## config.mk

```make
export PLATFORM = sky130hd
export DESIGN_NAME = prog_loader
export DESIGN_NICKNAME = d
export VERILOG_FILES = /design/src/rtl/prog_loader_pkg.sv /design/src/rtl/loader_chksum.sv /design/src/rtl/prog_loader.sv
export SDC_FILE = /design/constraint.sdc
export NUM_CORES = 1
export LEC_CHECK = 0
export ABC_AREA = 1
export BUFFER_PORTS_ARGS = -buffer_cell sky130_fd_sc_hd__buf_4
export CAP_MARGIN = 20
export CORE_ASPECT_RATIO = 0.7
export CORE_MARGIN = 2
export CORE_UTILIZATION = 35
export CTS_CLUSTER_DIAMETER = 80
export DETAILED_ROUTE_END_ITERATION = 12
export GPL_TIMING_DRIVEN = 0
export SYNTH_ARGS = -nofsm -noshare
export SYNTH_HDL_FRONTEND = slang
export SYNTH_HIERARCHICAL = 1
export SYNTH_SLANG_ARGS = --single-unit
```

## constraint.sdc

```tcl
create_clock -name clk_i -period 2.65 [get_ports clk_i]
set_input_delay 0.265 -clock clk_i [delete_from_list [all_inputs] [get_ports clk_i]]
set_output_delay 0.265 -clock clk_i [all_outputs]
set_load 0.005 [all_outputs]
```

## src/rtl/prog_loader_pkg.sv

```systemverilog
// rtl/prog_loader_pkg.sv - shared state encoding and size defaults for prog_loader (PROG_LOADER_CHKSUM_EN adds ST_CHK)
package prog_loader_pkg;

  localparam int ADDR_W_DEF = 5;
  localparam int DATA_W_DEF = 8;
  localparam int MAX_LEN    = 32;

  // Load sequencer states; CHK exists only when the checksum trailer is enabled.
  typedef enum logic [2:0] {
    ST_IDLE = 3'd0,
    ST_LEN  = 3'd1,
    ST_DATA = 3'd2,
    ST_DONE = 3'd4,
    ST_ERR  = 3'd5
`ifdef PROG_LOADER_CHKSUM_EN
    ,
    ST_CHK  = 3'd3
`endif
  } state_t;

endpackage

```

## src/rtl/loader_chksum.sv

```systemverilog
// rtl/loader_chksum.sv - modulo-2^DATA_W payload sum with clear, add and compare (used under PROG_LOADER_CHKSUM_EN)
module loader_chksum
  import prog_loader_pkg::*;
#(
  parameter int DATA_W = DATA_W_DEF
) (
  input  logic              clk_i,
  input  logic              rst_i,
  input  logic              clr_i,
  input  logic              add_i,
  input  logic [DATA_W-1:0] data_i,
  output logic              match_o
);

  logic [DATA_W-1:0] sum_q;

  // Running sum of accepted payload bytes; clear wins over add.
  always_ff @(posedge clk_i or posedge rst_i) begin
    if (rst_i) begin
      sum_q <= '0;
    end else if (clr_i) begin
      sum_q <= '0;
    end else if (add_i) begin
      sum_q <= sum_q + data_i;
    end
  end

  // The trailer byte is compared against the completed sum while it is presented.
  assign match_o = (sum_q == data_i);

endmodule

```

## src/rtl/prog_loader.sv

```systemverilog
// rtl/prog_loader.sv - length-prefixed byte stream to program memory loader; checksum trailer with PROG_LOADER_CHKSUM_EN
module prog_loader
  import prog_loader_pkg::*;
#(
  parameter int ADDR_W = ADDR_W_DEF,
  parameter int DATA_W = DATA_W_DEF
) (
  input  logic              clk_i,
  input  logic              rst_i,
  input  logic              start_i,
  input  logic [DATA_W-1:0] data_i,
  input  logic              valid_i,
  output logic              ready_o,
  output logic              mem_wen_o,
  output logic [ADDR_W-1:0] mem_addr_o,
  output logic [DATA_W-1:0] mem_data_o,
  output logic              cpu_rst_o,
  output logic              done_o,
  output logic              err_o
);

  localparam logic [DATA_W-1:0] MAX_LEN_W = DATA_W'(MAX_LEN);

  state_t            state_q;
  logic [ADDR_W-1:0] cnt_q;
  logic [ADDR_W-1:0] last_idx_q;
  logic              accept;
  logic              len_bad;
  logic              last_byte;
  logic              restartable;

  assign accept      = valid_i & ready_o;
  assign len_bad     = (data_i == '0) || (data_i > MAX_LEN_W);
  assign last_byte   = (cnt_q == last_idx_q);
  assign restartable = (state_q == ST_IDLE) || (state_q == ST_DONE) || (state_q == ST_ERR);

`ifdef PROG_LOADER_CHKSUM_EN
  logic sum_clr;
  logic sum_add;
  logic sum_match;

  assign sum_clr = start_i & restartable;
  assign sum_add = accept & (state_q == ST_DATA);

  loader_chksum #(
    .DATA_W (DATA_W)
  ) u_chksum (
    .clk_i   (clk_i),
    .rst_i   (rst_i),
    .clr_i   (sum_clr),
    .add_i   (sum_add),
    .data_i  (data_i),
    .match_o (sum_match)
  );
`else
  // Set after the last payload byte so DATA lingers (not ready) for the final write cycle.
  logic flush_q;
`endif

  // Load sequencer with registered handshake, memory strobe and status outputs.
  always_ff @(posedge clk_i or posedge rst_i) begin
    if (rst_i) begin
      state_q    <= ST_IDLE;
      cnt_q      <= '0;
      last_idx_q <= '0;
      ready_o    <= 1'b0;
      mem_wen_o  <= 1'b0;
      mem_addr_o <= '0;
      mem_data_o <= '0;
      cpu_rst_o  <= 1'b1;
      done_o     <= 1'b0;
      err_o      <= 1'b0;
`ifndef PROG_LOADER_CHKSUM_EN
      flush_q    <= 1'b0;
`endif
    end else begin
      mem_wen_o <= 1'b0;
      case (state_q)
        ST_IDLE, ST_DONE, ST_ERR: begin
          if (start_i) begin
            state_q   <= ST_LEN;
            ready_o   <= 1'b1;
            cnt_q     <= '0;
            cpu_rst_o <= 1'b1;
            done_o    <= 1'b0;
            err_o     <= 1'b0;
          end
        end
        ST_LEN: begin
          if (accept) begin
            if (len_bad) begin
              state_q <= ST_ERR;
              ready_o <= 1'b0;
              err_o   <= 1'b1;
            end else begin
              state_q    <= ST_DATA;
              last_idx_q <= ADDR_W'(data_i - 1'b1);
            end
          end
        end
        ST_DATA: begin
`ifndef PROG_LOADER_CHKSUM_EN
          if (flush_q) begin
            flush_q   <= 1'b0;
            state_q   <= ST_DONE;
            cpu_rst_o <= 1'b0;
            done_o    <= 1'b1;
          end else
`endif
          if (accept) begin
            mem_wen_o  <= 1'b1;
            mem_addr_o <= cnt_q;
            mem_data_o <= data_i;
            if (last_byte) begin
`ifdef PROG_LOADER_CHKSUM_EN
              state_q <= ST_CHK;
`else
              ready_o <= 1'b0;
              flush_q <= 1'b1;
`endif
            end else begin
              cnt_q <= cnt_q + 1'b1;
            end
          end
        end
`ifdef PROG_LOADER_CHKSUM_EN
        ST_CHK: begin
          if (accept) begin
            ready_o <= 1'b0;
            if (sum_match) begin
              state_q   <= ST_DONE;
              cpu_rst_o <= 1'b0;
              done_o    <= 1'b1;
            end else begin
              state_q <= ST_ERR;
              err_o   <= 1'b1;
            end
          end
        end
`endif
        default: begin
          state_q <= ST_IDLE;
          ready_o <= 1'b0;
        end
      endcase
    end
  end

endmodule
```

### Word level (Yosys, flattened, before mapping)

Index checks and enable logic that the tools add are counted.

| storage, ports and cells | value |
|---|---|
| bits in registers | 32 |
| output and inout port bits | 18 |
| input port bits | 12 |
| logic and storage cells | 74 |

| cells by class | value |
|---|---|
| reductions and logical operators | 13 |
| eq/ne operators | 13 |
| $add $sub $neg | 2 |
| magnitude comparators | 1 |
| bitwise logic cells | 3 |
| multiplexer cells | 31 |

Operator list:

| cell | number |
|---|---|
| 5-bit 2-to-1 mux | 4 |
| 1-bit 2-to-1 mux | 17 |
| 2-bit != test, second input constant | 8 |
| 3-bit 2-to-1 mux | 4 |
| 3-bit AND reduction | 4 |
| 5-bit one-hot mux with 2 select lines | 1 |
| 3-bit one-hot mux with 3 select lines | 1 |
| 8-bit by 6-bit > comparator with 1-bit output, second input constant | 1 |
| 8-bit logical NOT | 1 |
| 3-bit equality test, second input constant | 2 |
| 1-bit one-hot mux with 2 select lines | 3 |
| 6-bit AND reduction | 1 |
| 5-bit by 1-bit adder with 5-bit output, second input constant | 1 |
| 5-bit equality test | 1 |
| 5-bit AND reduction | 1 |
| 5-bit by 1-bit subtractor with 5-bit output, second input constant | 1 |
| 4-bit AND reduction | 1 |
| 2-bit nonzero test | 2 |
| 3-bit by 1-bit equality test with 1-bit output, second input constant | 1 |
| 3-bit by 2-bit equality test with 1-bit output, second input constant | 1 |
| 3-bit logical NOT | 1 |
| 1-bit one-hot mux with 3 select lines | 1 |
| 3-bit OR reduction | 1 |
| 1-bit inverter | 2 |
| other kinds (2) | 2 |

### Longest topological paths before layout

Gate-level depths: netlist (run 1).

| logic depth | value |
|---|---|
| depth in word-level cells | 5 |
| depth in mapped cells | 10 |
| gate-level depth less buffers | 10 |

### Worst setup path before layout (run 1)

Ideal clock, no wire load.

| timing path | value |
|---|---|
| path type | reg-to-reg |
| start point | register state_q[2] |
| end point | register mem_addr_o[0] |
| library setup time | 0.119 ns |
| slack | 1.260 ns |
| buffers on the path | 1 |
| stages on the path, launching flop included | 8 |
| data required time | 2.531 ns |
| arrival time | 1.271 ns |
| cell sequence | dfrtp_1 nor3_4 inv_4 nor2_4 inv_2 buf_6 nand2_1 o21ai_2 |

| between the ends | value |
|---|---|
| word-level cells in the longest chain between the ends | 2 |

RTL lines:

| element | line | RTL |
|---|---|---|
| from (decl) | prog_loader.sv:24 | `state_t state_q;` |
| from (signal assigned) | prog_loader.sv:63 | `state_q <= ST_IDLE;` |
| from (signal assigned) | prog_loader.sv:81 | `state_q <= ST_LEN;` |
| from (signal assigned) | prog_loader.sv:92 | `state_q <= ST_ERR;` |
| 3-bit by 2-bit equality test with 1-bit output | prog_loader.sv:78 | `case (state_q)` |
| 3-bit AND reduction (no line) | n/a |  |
| to (signal assigned) | prog_loader.sv:112 | `mem_addr_o <= cnt_q;` |
| to (decl) | prog_loader.sv:15 | `output logic [ADDR_W-1:0] mem_addr_o,` |

Every way passes these cells.
A chain may end at the register's enable or synchronous reset.

### Final worst setup path (run 1)

Same ends and word-level chain as after synthesis.

==> results.py, run 1 <==
metrics = {
    "cts": {
        "clkTransAtPathRegs_ps": 60,
        "root_buffer": "clkbuf_8",
        "cts_made_buffers": 5,
        "clkLatencyLatePin_ps": 290,
        "post_cts_resized": 0,
        "clock_sinks": 32,
        "cts_tree": "yes",
        "cts_buffer_depth": 2,
        "cts_max_level": 2,
    },
    "placement": {
        "dpl.hpwl_um": 2600,
        "routabilityCongestion": 0.789,
        "port_buffers": 29,
    },
    "critical_path": {
        "r2r_cells": 7,
        "critical_path.startpoint": "state_q[2]$_DFFE_PP0P_",
        "end_kind": "flip-flop",
        "worstSetupPathType": "flip-flop to flip-flop",
        "cp-start-kind": "flip-flop",
        "r2r-start": "state_q[2]$_DFFE_PP0P_",
        "ff2ff_setup_slack_ps": 1010,
        "endpoint": "mem_addr_o[0]$_DFFE_PP0P_",
        "critPathSlowestCell": "nor3_4",
        "cp_slowest_stage_delay_ps": 450,
        "crit_chain": "nor3_4 > inv_4 > nor2_4 > inv_2 > buf_6 > nand2_1 > o21ai_2",
        "arrival_ps": 1820,
        "required_ps": 2830,
        "worstPathMaxFanout": 10,
        "r2r_end": "mem_addr_o[0]$_DFFE_PP0P_",
    },
    "sta": {
        "hold_ws_ps": 191,
        "period_minus_slack_ps": 1640,
        "post-route-period-util_pct": 61.8,
        "fmax_mhz": 611,
        "setup-violations-final": 0,
        "fin_tns_setup_ps": 0,
        "worstMarginPinSlew_ps": 475,
        "finalHoldViolations": 0,
        "timing.slew.headroom_pct": 68.3,
        "rsz0062_at_grt": "false",
        "drv_slew": 0,
        "skew_ps": 3.67,
    },
    "finish": {
        "final_core_util_pct": 46.4,
        "antennaDiodeCount": 0,
        "area_delta_synth_final_pct": 25.6,
        "fin_nets": 251,
        "fillCellCount": 439,
        "drive_gt1_share_pct": 25.2,
        "multi_input_area_um2": 672,
        "seq_area_um2": 802,
    },
    "floorplanning": {
        "coreArea_um2": 4380,
        "io_pins": 30,
        "start_util_pct": 36.9,
        "die_area_um2": 5190,
        "die-height_um": 60.9,
        "die_w_um": 85.2,
        "rows": 20,
    },
    "min_path": {
        "hold_path_class": "input pin to flip-flop",
        "worstHoldPathCells": 2,
    },
    "routing": {
        "wl_met3_um": 194,
        "met2WireLength_um": 1420,
        "drt-met1-wl_um": 1800,
        "vias_per_cell": 4.61,
        "totalWireLength_um": 3450,
        "drtAntennaViolNets": 0,
        "vias": 1352,
        "first_pass_iters": 4,
        "drtIter0Drc": 45,
        "routed.top_layer": "met4",
        "drc": 0,
        "wl_per_cell_um": 11.8,
    },
    "yosys": {
        "ys_seq_area_share_pct": 49.6,
        "ys_warn_count": 6,
        "ys_types": 25,
        "syn_inst": 199,
        "syn_avg_cell_area_um2": 8.12,
        "syn_area_um2": 1620,
        "ys_seq_elements": 32,
        "synth_nets": 213,
    },
    "global_route": {
        "antenna_found_initial": 0,
        "grt_max_degree": 24,
        "grt_pass1_wl_um": 6180,
        "grt_usage_pct": 15.7,
        "first_global_vias": 1325,
        "grt-ovfl-total": 0,
    },
    "power_and_ir_drop": {
        "power.density_cell_area_nw_per_um2": 698,
        "p_leak_nw": 1.06,
        "ir_worst_vdd_mv": 0.332,
    },
    "run_status": {
        "status": "finished clean",
    },
    "flow_run": {
        "maxCapViolCount": 0,
    },
}
cells in the final DEF, fill, tap and decap left out:
cell type and count:
dfstp_2 1, inv_4 1, inv_1 27, clkbuf_1 2, dlygate4sd3_1 1, clkbuf_8 6
nand2_2 2, o21ai_1 5, nand4_1 3, o21ai_0 13, buf_2 1, buf_16 1
nor2_2 1, dfrtp_1 31, nand3_1 10, buf_6 2, xnor2_1 2, xor2_1 1
nor2_1 11, nor2_4 1, ha_1 2, buf_4 29, a21boi_0 1, nor3_4 1
nand2_1 67, nor3_1 1, inv_2 2, o21ai_2 11, o31ai_1 1, or2_2 1
logic make-up (layout without fill, tap and decap cells):
family	count (synthesis)	in the layout	synth area share, %
and+or+nand+nor	98	98	25.9
DFF	32	32	49.6
AOI/OAI and AO/OA	31	31	12.5
xor gates and xnor gates	3	3	1.63
adders and majority gates	2	2	1.55
buffers and inverters	33	72	8.82
cell type report:
type                            instances  area share, %
Multi-Input combinational cell        134           33.1
Timing Repair Buffer                   31           12.6
Tap cell                               55           3.39
Sequential cell                        32           39.5
Buffer                                  3           1.36
Inverter                               30           5.67
Clock buffer                            8           4.44
worst min-delay path by stage:
| stage | endpoint | start | slack [ps] |
|---|---|---|---|
| detailed placement | mem_addr_o[2]$_DFFE_PP0P_ | rst_i | 310 |
| CTS | last_idx_q[0]$_DFFE_PP0P_ | data_i[0] | 190 |
| global placement | mem_data_o[5]$_DFFE_PP0P_ | mem_data_o[5]$_DFFE_PP0P_ | 470 |
| floorplan | last_idx_q[0]$_DFFE_PP0P_ | data_i[0] | 370 |
| finish | last_idx_q[0]$_DFFE_PP0P_ | data_i[0] | 190 |
| global route | last_idx_q[0]$_DFFE_PP0P_ | data_i[0] | 180 |
routing by layer:
| metal | global-route usage, % | vias to the layer above |
|---|---|---|
| met5 | 0 | - |
| met4 | 4.76 | 0 |
| met3 | 6.80 | 6 |
| met2 | 23.8 | 24 |
| met1 | 20.6 | 623 |
| li1 | - | 699 |
where the power goes:
part	leakage (nW)	total [mW]	internal [mW]	switching, mW
logic	0.584	0.396	0.154	0.242
clock network	0.0455	0.391	0.212	0.179
registers	0.427	0.631	0.572	0.0591
worst max-delay path, delay by kind of cell (launching register included):
kind,cells,cell delay [ps]
compound gates,1,50
buf+inv,3,360
simple gates,3,680
flops,1,430
timing repair:
item | 4_1_cts | 5_1_grt
hold buffers | 1 | 0
buffers inserted | 0 | 0
endpoints found under the hold margin | 9 | 0
setup endpoints to repair | 0 | 0
metrics by stage:
stage	setup WS [ps]	power, mW	cell area (um2)	std cells
6_report	1010	1.42	2030	293
5_1_grt	830	1.55	2030	293
4_1_cts	1000	1.44	2030	293
3_5_place_dp	1020	1.04	1930	284
3_3_place_gp	1020	1.03	1900	283
2_1_floorplan	1260	0.908	1620	199
Yosys cell counts:
| master | n | area (um2) |
|---|---|---|
| nand2_1 | 67 | 251 |
| dfrtp_1 | 31 | 776 |
| inv_1 | 27 | 101 |
| o21ai_0 | 13 | 65.1 |
| nor2_1 | 11 | 41.3 |
| o21ai_2 | 11 | 96.3 |
| nand3_1 | 10 | 50.1 |
| o21ai_1 | 5 | 25.0 |
| nand4_1 | 3 | 18.8 |
| buf_6 | 2 | 22.5 |
| ha_1 | 2 | 25.0 |
| inv_2 | 2 | 7.51 |
| nand2_2 | 2 | 12.5 |
| xnor2_1 | 2 | 17.5 |
| a21boi_0 | 1 | 7.51 |
| buf_2 | 1 | 5.00 |
| dfstp_2 | 1 | 26.3 |
| inv_4 | 1 | 6.26 |
| nor2_2 | 1 | 6.26 |
| nor2_4 | 1 | 11.3 |
| nor3_1 | 1 | 5.00 |
| nor3_4 | 1 | 16.3 |
| o31ai_1 | 1 | 7.51 |
| or2_2 | 1 | 6.26 |
| xor2_1 | 1 | 8.76 |
registers in the layout (all words and copies together) (netlist names):
| register | cells |
|---|---|
| done_o | 1 |
| mem_data_o | 8 |
| mem_addr_o | 5 |
| err_o | 1 |
| state_q | 3 |
| cnt_q | 5 |
| last_idx_q | 5 |
| cpu_rst_o | 1 |
| mem_wen_o | 1 |
| ready_o | 1 |
| flush_q | 1 |
No activity file was read; power rests on OpenSTA's default activity.
==> run 2: changes to the inputs <==
==> constraint.sdc (replaced) <==
create_clock -name clk_i -period 1.33 [get_ports clk_i]
set_input_delay 0.133 -clock clk_i [delete_from_list [all_inputs] [get_ports clk_i]]
set_output_delay 0.133 -clock clk_i [all_outputs]
set_load 0.005 [all_outputs]
==> run 2 against run 1 <==
The flow now finishes with violations (setup timing). Cell count grew 5.8%. Final area grew 13%. Utilization grew 6.0 points. Clock skew grew 6.2 ps. Maximum frequency grew 14%. Hold slack lost 140 ps. Largest cell class unchanged. Largest power group unchanged.
==> results.py, run 2 (synthesis gave the netlist of run 1 again) <==
metrics = {
    "placement": {
        "dpl.hpwl_um": 2520,
        "port_buffers": 29,
        "routabilityCongestion": 0.819,
        "pre_cts_slack_ps": -268,
        "dp.cells": 284,
    },
    "routing": {
        "wl_met3_um": 199,
        "vias_per_cell": 4.59,
        "drt-met1-wl_um": 1860,
        "drtIter0Drc": 77,
        "vias": 1422,
        "drc": 0,
        "totalWireLength_um": 3700,
        "first_pass_iters": 4,
        "wl_per_cell_um": 11.9,
        "met2WireLength_um": 1600,
        "drtAntennaViolNets": 0,
        "routed.top_layer": "met4",
    },
    "critical_path": {
        "critPathSlowestCell": "dfrtp_1",
        "end_kind": "flip-flop",
        "r2r-start": "cnt_q[0]$_DFFE_PP0P_",
        "worst_path_most_repeated_cell": "buf_4",
        "worstPathMaxFanout": 4,
        "crit_chain": "buf_4 > buf_4 > ha_1 > or2_2 > nand3_1 > o21ai_2",
        "cp-start-kind": "flip-flop",
        "r2r_cells": 6,
        "r2r_end": "cnt_q[2]$_DFFE_PP0P_",
        "cp_slowest_stage_delay_ps": 420,
        "arrival_ps": 1620,
        "critical_path.startpoint": "cnt_q[0]$_DFFE_PP0P_",
        "path_buf_inv": 2,
        "required_ps": 1520,
        "worstSetupPathType": "flip-flop to flip-flop",
        "crit_family": "flip-flops",
        "ff2ff_setup_slack_ps": -100,
    },
    "global_route": {
        "first_global_vias": 1407,
        "grt-ovfl-total": 0,
        "grt_pass1_wl_um": 6380,
        "antenna_found_initial": 0,
        "grt_max_degree": 24,
        "grt_usage_pct": 16.1,
    },
    "floorplanning": {
        "start_util_pct": 36.9,
        "io_pins": 30,
        "die-height_um": 60.9,
        "coreArea_um2": 4380,
        "rows": 20,
        "die_w_um": 85.2,
        "die_area_um2": 5190,
    },
    "power_and_ir_drop": {
        "switchingPower_mw": 1.11,
        "p_int_mw": 2.05,
        "p_seq_share_pct": 40.4,
        "ir_worst_vdd_mv": 0.913,
        "clockPowerShare_pct": 26.5,
        "p_leak_nw": 1.18,
        "p_sw_share_pct": 35.1,
        "p_total_mw": 3.16,
        "power.density_cell_area_nw_per_um2": 1380,
        "p_comb_share_pct": 33.2,
    },
    "sta": {
        "fin_tns_setup_ps": -930,
        "period_minus_slack_ps": 1430,
        "rsz0062_at_grt": "true",
        "fin_ws_ps": -102,
        "finalHoldViolations": 0,
        "fmax_mhz": 698,
        "drv_slew": 0,
        "post-route-period-util_pct": 108,
        "skew_ps": 9.89,
        "worstMarginPinSlew_ps": 461,
        "timing.slew.headroom_pct": 69.2,
        "setup-violations-final": 19,
    },
    "min_path": {
        "worstHoldPathCells": 2,
        "min_from": "data_i[0]",
        "whs_endpoint": "last_idx_q[0]$_DFFE_PP0P_",
        "hold_path_class": "input pin to flip-flop",
    },
    "run_status": {
        "status": "finished with violations",
        "violations": "setup timing",
    },
    "finish": {
        "regMostFlops": "mem_data_o",
        "seq_area_um2": 806,
        "antennaDiodeCount": 0,
        "final_core_util_pct": 52.4,
        "area_delta_synth_final_pct": 42.0,
        "stdcell_count": 310,
        "final_cell_mix": "53 x nand2_1, 40 x buf_4, 28 x dfrtp_1",
        "final_common_cell": "nand2_1",
        "largest_reg_flops": 8,
        "fillCellCount": 415,
        "fin_nets": 268,
        "multi_input_area_um2": 768,
        "drive_gt1_share_pct": 42.0,
    },
    "cts": {
        "cts_max_level": 2,
        "cts_buffer_depth": 2,
        "cts_tree": "yes",
        "clock_sinks": 32,
        "clkLatencyLatePin_ps": 290,
        "clkTransAtPathRegs_ps": 70,
        "root_buffer": "clkbuf_8",
        "cts_made_buffers": 5,
    },
    "flow_run": {
        "maxCapViolCount": 0,
    },
}
==> run 2: cell count changes in the layout (fill, tap and decap cells not counted), moves of 2 or more <==
cell | previous run | this run
inv_1 | 27 | 24
buf_4 | 29 | 40
o21ai_2 | 11 | 15
buf_6 | 2 | 5
nand2_2 | 2 | 15
nor2_1 | 11 | 9
inv_2 | 2 | 4
dfrtp_1 | 31 | 28
nand2_1 | 67 | 53
o21ai_0 | 13 | 9
nand2_4 | 0 | 2
dfrtp_2 | 0 | 3
==> run 2: layout make-up <==
class                           instances  share of cell area [%]
Timing Repair Buffer                   47                    17.2
Buffer                                  3                    1.74
Tap cell                               55                    3.00
Clock buffer                            8                    4.36
Sequential cell                        32                    35.1
Inverter                               30                    5.13
Multi-Input combinational cell        135                    33.5
==> run 2: power by group through the flow <==
stage	Clock, mW	Combinational (mW)	Sequential (mW)
after floorplan	0	0.550	1.26
after global placement	0	0.773	1.27
after detailed placement	0	0.800	1.28
after CTS	0.869	0.862	1.27
after global routing	0.899	1.20	1.30
final	0.835	1.05	1.27
==> run 2: worst max-delay path by stage <==
stage                                            to  slack [ps]  cells after the start
after floorplan           mem_addr_o[0]$_DFFE_PP0P_         -40                      8
after global routing         state_q[2]$_DFFE_PP0P_        -190                      8
after detailed placement  mem_addr_o[1]$_DFFE_PP0P_        -270                      8
after global placement    mem_addr_o[1]$_DFFE_PP0P_        -270                      8
after CTS                      cnt_q[4]$_DFFE_PP0P_         -90                     10
final                          cnt_q[2]$_DFFE_PP0P_        -100                      6
==> run 2: layer usage <==
layer  vias up  track usage (%)
li1        736                -
met1       655             20.9
met2        25             25.4
met3         6             6.39
met4         0             4.76
met5         -                0
==> run 2: through the flow <==
step           instance area, um2  hold WS (ps)
2_1_floorplan                1620           243
3_3_place_gp                 1900           348
3_5_place_dp                 1930           179
4_1_cts                      2170          51.5
5_1_grt                      2290          61.1
6_report                     2290          54.6
==> run 2: repair_timing <==
item,in CTS,in global routing
gates cloned,1,0
resized for setup,20,27
hold buffers,1,0
setup endpoints to repair,31,31
pin swaps,3,7
hold endpoints to repair,9,0
buffers inserted,8,9
==> run 3: changes to the inputs <==
--- a/config.mk
+++ b/config.mk
@@ -18,3 +18,4 @@
 export SYNTH_HDL_FRONTEND = slang
 export SYNTH_HIERARCHICAL = 1
 export SYNTH_SLANG_ARGS = --single-unit
+export TNS_END_PERCENT = 1
==> run 3 against run 2 <==
The flow still finishes with violations (setup timing). Via count decreased by 2.3%. Count of clock-buffer cells in the layout down 2. Flip-flop and latch count stayed put. Highest routed layer unchanged. Cell count down 2.9%. Utilization down 3.5 points. Sequential power barely moved. Hold slack gained 1.9 ps.
==> results.py, run 3 (synthesis gave the netlist of run 1 again) <==
metrics = {
    "sta": {
        "drv_slew": 0,
        "fin_ws_ps": -107,
        "setup-violations-final": 8,
        "timing.slew.headroom_pct": 67.8,
        "post-route-period-util_pct": 108,
        "rsz0062_at_grt": "true",
        "finalHoldViolations": 0,
        "fin_tns_setup_ps": -488,
        "fmax_mhz": 696,
        "worstMarginPinSlew_ps": 482,
        "period_minus_slack_ps": 1440,
        "skew_ps": 4.43,
    },
    "finish": {
        "final_common_cell": "nand2_1",
        "regMostFlops": "mem_data_o",
        "area_delta_synth_final_pct": 32.4,
        "fin_nets": 259,
        "antennaDiodeCount": 0,
        "final_cell_mix": "58 x nand2_1, 36 x buf_4, 30 x dfrtp_1",
        "drive_gt1_share_pct": 34.6,
        "largest_reg_flops": 8,
        "fillCellCount": 436,
    },
    "routing": {
        "totalWireLength_um": 3530,
        "drtAntennaViolNets": 0,
        "first_pass_iters": 4,
        "drc": 0,
        "vias_per_cell": 4.62,
        "vias": 1390,
        "wl_per_cell_um": 11.7,
        "drtIter0Drc": 51,
    },
    "flow_run": {
        "maxCapViolCount": 0,
    },
    "critical_path": {
        "cp-start-kind": "flip-flop",
        "end_kind": "flip-flop",
        "worstPathMaxFanout": 5,
        "required_ps": 1540,
        "arrival_ps": 1650,
        "r2r-start": "state_q[1]$_DFFE_PP0P_",
        "worstSetupPathType": "flip-flop to flip-flop",
        "critical_path.startpoint": "state_q[1]$_DFFE_PP0P_",
    },
    "placement": {
        "pre_cts_slack_ps": -285,
        "routabilityCongestion": 0.780,
        "dpl.hpwl_um": 2550,
        "port_buffers": 29,
    },
    "run_status": {
        "violations": "setup timing",
        "status": "finished with violations",
    },
    "cts": {
        "cts_buffer_depth": 2,
        "cts_max_level": 2,
        "cts_made_buffers": 5,
        "clkLatencyLatePin_ps": 290,
        "clkTransAtPathRegs_ps": 70,
        "root_buffer": "clkbuf_8",
        "cts_tree": "yes",
        "clock_sinks": 32,
    },
    "floorplanning": {
        "io_pins": 30,
        "die_w_um": 85.2,
        "coreArea_um2": 4380,
        "rows": 20,
        "start_util_pct": 36.9,
        "die_area_um2": 5190,
        "die-height_um": 60.9,
    },
    "global_route": {
        "grt_pass1_wl_um": 6180,
        "grt-ovfl-total": 0,
        "antenna_found_initial": 0,
        "grt_max_degree": 24,
        "grt_usage_pct": 15.6,
        "first_global_vias": 1354,
    },
    "power_and_ir_drop": {
        "power.density_cell_area_nw_per_um2": 1360,
        "p_total_mw": 2.92,
        "ir_worst_vdd_mv": 0.662,
        "p_leak_nw": 1.11,
    },
    "min_path": {
        "min_from": "data_i[0]",
        "hold_path_class": "input pin to flip-flop",
    },
}
[run 3: cell types whose count changed in the layout (fill, tap and decap cells not counted), sizes merged]
cell / previous run / this run
buf: 49 / 40
clkbuf: 8 / 6
clkinv: 0 / 2
[run 3: where the power goes]
group | total, mW | switching (mW) | internal [mW]
Clock | 0.787 | 0.374 | 0.413
Combinational | 0.862 | 0.528 | 0.335
Sequential | 1.27 | 0.128 | 1.14
[run 3: final timing paths]
kind,to,slack [ps],depth (start not counted)
setup / recovery,cnt_q[1]$_DFFE_PP0P_,-110,7
hold / removal,last_idx_q[0]$_DFFE_PP0P_,60,2
setup reg to reg,cnt_q[1]$_DFFE_PP0P_,-110,7
hold reg to reg,mem_data_o[5]$_DFFE_PP0P_,480,2
max in group asynchronous,cpu_rst_o$_DFFE_PP1P_,360,4
min in group asynchronous,mem_addr_o[3]$_DFFE_PP0P_,410,3
[run 3: area by class of cell]
class | instances | area (um2) | area share [%]
flip-flops and latches | 32 | 803 | 37.5
multi-input cells | 135 | 713 | 33.3
repair buffers | 38 | 308 | 14.4
inverters | 30 | 118 | 5.50
clock buffers | 6 | 82.6 | 3.86
well taps | 55 | 68.8 | 3.22
plain buffers | 3 | 36.3 | 1.70
clock inverters | 2 | 10.0 | 0.468
[run 3: critical path, stage by stage (launching register included)]
cell     delay [ps]
dfrtp_1         400
inv_2            60
nor3_4          250
buf_4           160
nand4_1         180
nand2_2         170
nand2_1          70
o21ai_1          80
[run 3: metrics by stage]
stage / area (um2) / util, % / std cells / hold WS, ps
after floorplan: 1620 / - / 199 / 243
after global placement: 1900 / 43.5 / 283 / 348
after detailed placement: 1930 / 44.1 / 284 / 175
after CTS: 2120 / 48.4 / 300 / 51.3
after global routing: 2140 / 48.9 / 301 / 51.4
final: 2140 / 48.9 / 301 / 56.5
[run 3: timing repair]
action | in CTS | in global routing
gates cloned | 1 | 0
resized for setup | 14 | 6
pin swaps | 4 | 7
setup buffers | 6 | 1
hold endpoints to repair | 9 | 0
hold buffers | 1 | 0
setup endpoints to repair | 31 | 31
[run 3: per-layer routing]
layer  global-route usage, %  vias to the layer above  share of wire (%)
li1                        -                      719                  -
met1                    21.0                      638                 53
met2                    23.8                       25                 41
met3                    4.76                        8                4.7
met4                    6.12                        0                1.7
met5                       0                        -                  0
